--- src/rtl/game_pkg.sv ---
// Shared types and defaults for the rhythm-game sequencer, datapath and drawer.
package game_pkg;

  localparam int unsigned DEFAULT_NUM_LANES = 4;
  localparam int unsigned DEFAULT_FRAME_W   = 16;
  localparam int unsigned STATE_W           = 4;

  typedef enum logic [STATE_W-1:0] {
    S_IDLE        = 4'd0,
    S_INIT        = 4'd1,
    S_LOAD        = 4'd2,
    S_ERASE       = 4'd3,
    S_BOARD       = 4'd4,
    S_NOTES       = 4'd5,
    S_CHECK       = 4'd6,
    S_PLAYER      = 4'd7,
    S_PLAYER_WAIT = 4'd8,
    S_PAUSED      = 4'd9,
    S_GAME_OVER   = 4'd10
  } game_state_e;

  // True in the states that write to the frame buffer.
  function automatic logic is_draw_state(game_state_e s);
    return (s == S_ERASE) || (s == S_BOARD) || (s == S_NOTES);
  endfunction

endpackage

--- src/rtl/game_sequencer.sv ---
// Frame sequencer: init, load, erase, board/lane draws, hit check, player phase,
// with pause, game-over and a completed-frame counter.
module game_sequencer
  import game_pkg::*;
#(
  parameter int unsigned NUM_LANES = DEFAULT_NUM_LANES,
  parameter int unsigned LANE_W    = $clog2(NUM_LANES),
  parameter int unsigned FRAME_W   = DEFAULT_FRAME_W
) (
  input  logic                 clk,
  input  logic                 reset,
  input  logic                 start,
  input  logic                 go,
  input  logic                 pause,
  input  logic                 song_end,
  input  logic                 draw_done,
  output logic                 initialize,
  output logic                 ld_notes,
  output logic                 erase_notes,
  output logic                 draw_board,
  output logic [NUM_LANES-1:0] draw_notes,
  output logic [LANE_W-1:0]    lane_idx,
  output logic                 check_notes,
  output logic                 playerEN,
  output logic                 plot,
  output logic                 paused,
  output logic                 game_over,
  output logic [FRAME_W-1:0]   frame_count
);

  localparam logic [LANE_W-1:0] LAST_LANE = LANE_W'(NUM_LANES - 1);

  game_state_e          state;
  game_state_e          state_next;
  logic [LANE_W-1:0]    lane;
  logic [LANE_W-1:0]    lane_next;
  logic [FRAME_W-1:0]   frame_next;

  // State, lane and frame registers; reset abandons any draw in progress.
  always_ff @(posedge clk) begin
    if (reset) begin
      state       <= S_IDLE;
      lane        <= '0;
      frame_count <= '0;
    end else begin
      state       <= state_next;
      lane        <= lane_next;
      frame_count <= frame_next;
    end
  end

  // Next-state, lane advance and frame count update.
  always_comb begin
    state_next = state;
    lane_next  = lane;
    frame_next = frame_count;
    case (state)
      S_IDLE:        if (start) state_next = S_INIT;
      S_INIT:        state_next = S_LOAD;
      S_LOAD:        state_next = S_ERASE;
      S_ERASE:       if (draw_done) state_next = S_BOARD;
      S_BOARD: begin
        if (draw_done) begin
          state_next = S_NOTES;
          lane_next  = '0;
        end
      end
      S_NOTES: begin
        if (draw_done) begin
          if (lane == LAST_LANE) begin
            state_next = S_CHECK;
            lane_next  = '0;
          end else begin
            lane_next = lane + LANE_W'(1);
          end
        end
      end
      S_CHECK: begin
        frame_next = frame_count + FRAME_W'(1);
        state_next = song_end ? S_GAME_OVER : S_PLAYER;
      end
      // pause wins over go so a simultaneous press never starts a frame
      S_PLAYER: begin
        if (pause)   state_next = S_PAUSED;
        else if (go) state_next = S_PLAYER_WAIT;
      end
      // one frame per press: go must drop before the next frame starts
      S_PLAYER_WAIT: if (!go)    state_next = S_LOAD;
      S_PAUSED:      if (!pause) state_next = S_PLAYER;
      S_GAME_OVER:   if (start)  state_next = S_INIT;
      default: begin
        state_next = S_IDLE;
        lane_next  = '0;
      end
    endcase
    // entering INIT starts a fresh song, so the counters read zero from INIT on
    if (state_next == S_INIT) begin
      frame_next = '0;
      lane_next  = '0;
    end
  end

  // Moore output decode from state and lane.
  always_comb begin
    initialize  = 1'b0;
    ld_notes    = 1'b0;
    erase_notes = 1'b0;
    draw_board  = 1'b0;
    draw_notes  = '0;
    lane_idx    = '0;
    check_notes = 1'b0;
    playerEN    = 1'b0;
    paused      = 1'b0;
    game_over   = 1'b0;
    plot        = is_draw_state(state);
    case (state)
      S_INIT:        initialize  = 1'b1;
      S_LOAD:        ld_notes    = 1'b1;
      S_ERASE:       erase_notes = 1'b1;
      S_BOARD:       draw_board  = 1'b1;
      S_NOTES: begin
        draw_notes = NUM_LANES'(1) << lane;
        lane_idx   = lane;
      end
      S_CHECK:       check_notes = 1'b1;
      S_PLAYER:      playerEN    = 1'b1;
      S_PLAYER_WAIT: playerEN    = 1'b1;
      S_PAUSED:      paused      = 1'b1;
      S_GAME_OVER:   game_over   = 1'b1;
      default:       plot        = 1'b0;
    endcase
  end

endmodule
--- config.mk ---
export PLATFORM = sky130hd
export DESIGN_NAME = game_sequencer
export DESIGN_NICKNAME = d
export VERILOG_FILES = /design/src/rtl/game_pkg.sv /design/src/rtl/game_sequencer.sv
export SDC_FILE = /design/constraint.sdc
export NUM_CORES = 1
export LEC_CHECK = 0
export ABC_AREA = 1
export CAP_MARGIN = 10
export CORE_MARGIN = 5
export CORE_UTILIZATION = 52
export CTS_CLUSTER_SIZE = 40
export DETAILED_ROUTE_END_ITERATION = 10
export PLACE_DENSITY_LB_ADDON = 0.08
export SLEW_MARGIN = 30
export SYNTH_ARGS = -nofsm -noshare
export SYNTH_HDL_FRONTEND = slang
export SYNTH_SLANG_ARGS = --single-unit
--- constraint.sdc ---
create_clock -name clk -period 3.75 [get_ports clk]
set_input_delay 0.375 -clock clk [delete_from_list [all_inputs] [get_ports clk]]
set_output_delay 0.375 -clock clk [all_outputs]
set_load 0.005 [all_outputs]
==> results <==
- The worst setup path is captured at a primary output.
- The post-route antenna net violation count is 0.
- The length of the first detailed-routing pass in iterations is 4.
- Counting instances in the post-synthesis netlist gives the leading cell types as sky130_fd_sc_hd__nand2_1, sky130_fd_sc_hd__nor2_1, sky130_fd_sc_hd__inv_1, sky130_fd_sc_hd__dfxtp_1, sky130_fd_sc_hd__a21oi_1.
- Detailed placement finished with a half-perimeter wire length of 2.87 mm.
- In this run the cell area of the synthesized design comes to 1460 sq um.
- The number of input and output port buffers inserted is 37.
- Static timing analysis puts the maximum clock frequency at 0.435 GHz.
- The portion of synthesized cell area occupied by the leading cell type is 0.301.
- The number of cell rows is 19.
- After detailed routing, the average wire length per cell comes to 12.1 um.
- The total area inside the core boundary comes to 2730 sq um.
- Entering global routing, the biggest net connects 19 pins.
- Subtracting the final worst setup slack from the clock period gives 2.30 ns.
- For the pin with the worst max-slew slack, the measured transition is 0.514 ns.
- The synthesized area per cell is 6.39 sq um.
- The overall via count from detail_route is 1506.
- The critical path launch point type is a flip-flop.
- In the finished design, the share of the clock period the worst path needs comes to 0.613.
- When the netlist entered floorplanning its net count stood at 241.
- Among all cell types in the netlist, the one instantiated most often is sky130_fd_sc_hd__nand2_1.
- The flow ran to the end, and the final reports show no timing, DRC or antenna violations.
- The placer congestion estimate is 0.908.
- Once the clock tree was built, the setup fixing pass inserted 0 buffers.
- The post-synthesis sequential area ratio is 0.301.
- The number of global-route vias before repair is 1459.
- The worst pin sits at a relative slew slack of 0.657.
- The count of cell types in the netlist is 25.
- The total of cells resized after clock tree synthesis is 0.
- The remaining design rule violation count is 0.
- In this run the count of I/O pins placed on the die edge is 38.
- The static leakage is 0.665 nW.
- The number of max-capacitance violations reported is 0.
- Clock tree synthesis found a total of 22 sinks.
- After clock tree synthesis, the flow added hold-fix buffers numbering 0.
- In this run, CTS created clock tree buffers numbering 3.
- The number of hold-slack violations in the final timing report is 0.
- Data arrives at the worst endpoint at 1.92 ns.
- The overall global routing resource usage is 0.190.
- The max-slew violation count was 0.
- The buffer cell driving the clock tree root is sky130_fd_sc_hd__clkbuf_4.
- Along the worst path, the maximum fanout reaches 6.
- IR analysis of the VDD net gives a maximum drop of 253 uV.
- The width of the die is 63.1 um.
- The tightest min-delay check is of the reg -> reg type.
- The most used flip-flop cell after synthesis is sky130_fd_sc_hd__dfxtp_1.
- Summed over all instances, the cell type with the most area after synthesis is sky130_fd_sc_hd__dfxtp_1.
- Using the TritonRoute via totals, the vias-per-cell ratio works out to 5.07.
- The setup slack after layout is 1.45 ns.
- The first routing iteration left 91 violations.
- The total of endpoints with negative setup slack in the final report is 0.
- The initial antenna violation count is 0.
- The growth of design area from synthesis to finish is 27.7%.
- The synthesized instance count is 229.
- The repair_antennas step left the layout with diodes totalling 0.
- The power density over the cells is 316 nW/um^2.
- Prior to clock tree synthesis, the placed netlist has a worst setup slack of 1.81 ns.
- The first global-routing pass estimated 6.35 mm of wire.
- After routing, the total negative slack on setup checks comes to 0 ns.
- The total die area is 3980 sq um.
- The count of flip-flops with a built-in enable after synthesis is 0.
- In the final layout, the share of cells above drive strength 1 is 0.0902.
- Counting flops and latches in the post-synthesis netlist gives 22.
- The starting utilization of the core area is 0.535.
- The required time of the critical path is 3.38 ns.
- The category of the critical setup timing path is reg -> out.
- Yosys attributes the largest share of cell area to sky130_fd_sc_hd__dfxtp_1, sky130_fd_sc_hd__nand2_1, sky130_fd_sc_hd__nor2_1, sky130_fd_sc_hd__inv_1, sky130_fd_sc_hd__ha_1.
- The maximum root-to-sink buffer count is 2.
- Global routing finished with a remaining overflow of 0.
- The warning count from the yosys run is 0.
- The clock tree from TritonCTS is yes.
- Setup repair after global routing left no endpoint under its margin.
- After synthesis, the share of flip-flops with an asynchronous set or reset is 0.
- The floorplan step set the die height to 63.1 um.
- After clock tree synthesis, the clock-pin slew on the worst setup and hold paths is 0.11 ns.
- At the end of the flow, the number of nets in the layout was 280.
- The final wirelength is 3.60 mm.
- The number of levels the H-tree was split into is 1.
- The worst clock skew is 0.00114 ns.
- The clock latency at the later pin of the worst-skew pair is 0.30 ns.
[stage by stage]
step           std cells  hold WS [ns]  instance area, sq um  power [mW]   util
6_report             297         0.499                  1870       0.591  0.684
4_1_cts              297         0.502                  1870       0.595  0.684
3_5_place_dp         294         0.479                  1850       0.489  0.676
3_3_place_gp         294         0.474                  1850       0.494  0.676
5_1_grt              297         0.534                  1870       0.630  0.684
2_1_floorplan        229         0.444                  1460       0.418      -
[area by class of cell]
type / count / area [sq um]
clock buffer: 3 / 22.5
multi-input combinational: 171 / 873
tap: 31 / 38.8
fill: 248 / 865
inverter: 33 / 124
sequential: 22 / 440
timing repair buffer: 37 / 370
[registers in the layout, summed over array words and instances (netlist names)]
name	count
frame_count	16
lane	2
state	4
[layout by cell type, fill, tap and decap left out, types with 3 or more instances in the layout]
cell type | Yosys | layout
sky130_fd_sc_hd__inv_1 | 32 | 32
sky130_fd_sc_hd__a21oi_1 | 11 | 11
sky130_fd_sc_hd__nand4_1 | 9 | 9
sky130_fd_sc_hd__clkbuf_4 | 0 | 3
sky130_fd_sc_hd__o21ai_0 | 10 | 10
sky130_fd_sc_hd__nand2_2 | 3 | 3
sky130_fd_sc_hd__a21oi_2 | 6 | 6
sky130_fd_sc_hd__nor2_1 | 33 | 33
sky130_fd_sc_hd__xnor2_1 | 3 | 3
sky130_fd_sc_hd__dfxtp_1 | 22 | 22
sky130_fd_sc_hd__ha_1 | 5 | 5
sky130_fd_sc_hd__nor3_1 | 5 | 5
sky130_fd_sc_hd__nand3_1 | 10 | 10
sky130_fd_sc_hd__clkdlybuf4s50_1 | 0 | 37
sky130_fd_sc_hd__nor2_2 | 8 | 8
sky130_fd_sc_hd__nand2_1 | 58 | 58
sky130_fd_sc_hd__xor2_1 | 3 | 3
[where the power goes]
| part | switching (mW) | total (mW) | internal, mW |
|---|---|---|---|
| combinational | 0.141 | 0.223 | 0.0825 |
| sequential | 0.0168 | 0.263 | 0.246 |
| clock | 0.0676 | 0.105 | 0.0375 |
[worst max-delay path, cell delays in order, from the launching register on]
cell                              delay [ns]
sky130_fd_sc_hd__dfxtp_1                0.36
sky130_fd_sc_hd__inv_1                  0.09
sky130_fd_sc_hd__nand2_1                0.13
sky130_fd_sc_hd__nor2_1                 0.26
sky130_fd_sc_hd__inv_1                  0.16
sky130_fd_sc_hd__nor2_1                 0.11
sky130_fd_sc_hd__clkdlybuf4s50_1        0.51
[per-layer routing]
layer | up-vias | GRT usage | wire length, um
li1 | 804 | - | -
met1 | 660 | 0.265 | 1810
met2 | 40 | 0.297 | 1620
met3 | 2 | 0.0426 | 154
met4 | 0 | 0.0398 | 14
met5 | - | 0 | 0
[logic make-up after synthesis]
kind of cell    synth area share
simple gates               0.395
buf+inv                    0.103
compound gates             0.123
flops                      0.301
xor+xnor                  0.0359
fa+ha+maj                 0.0427
[worst paths after layout]
check / to / cells after the start / start / slack [ns]
setup / recovery: draw_notes[0] / 6 / state[3] / 1.45
hold / removal: frame_count[15] / 2 / frame_count[15] / 0.50
setup reg to reg: frame_count[13] / 7 / state[3] / 2.00
hold reg to reg: frame_count[15] / 2 / frame_count[15] / 0.50
No activity file was read; power rests on OpenSTA's default activity.
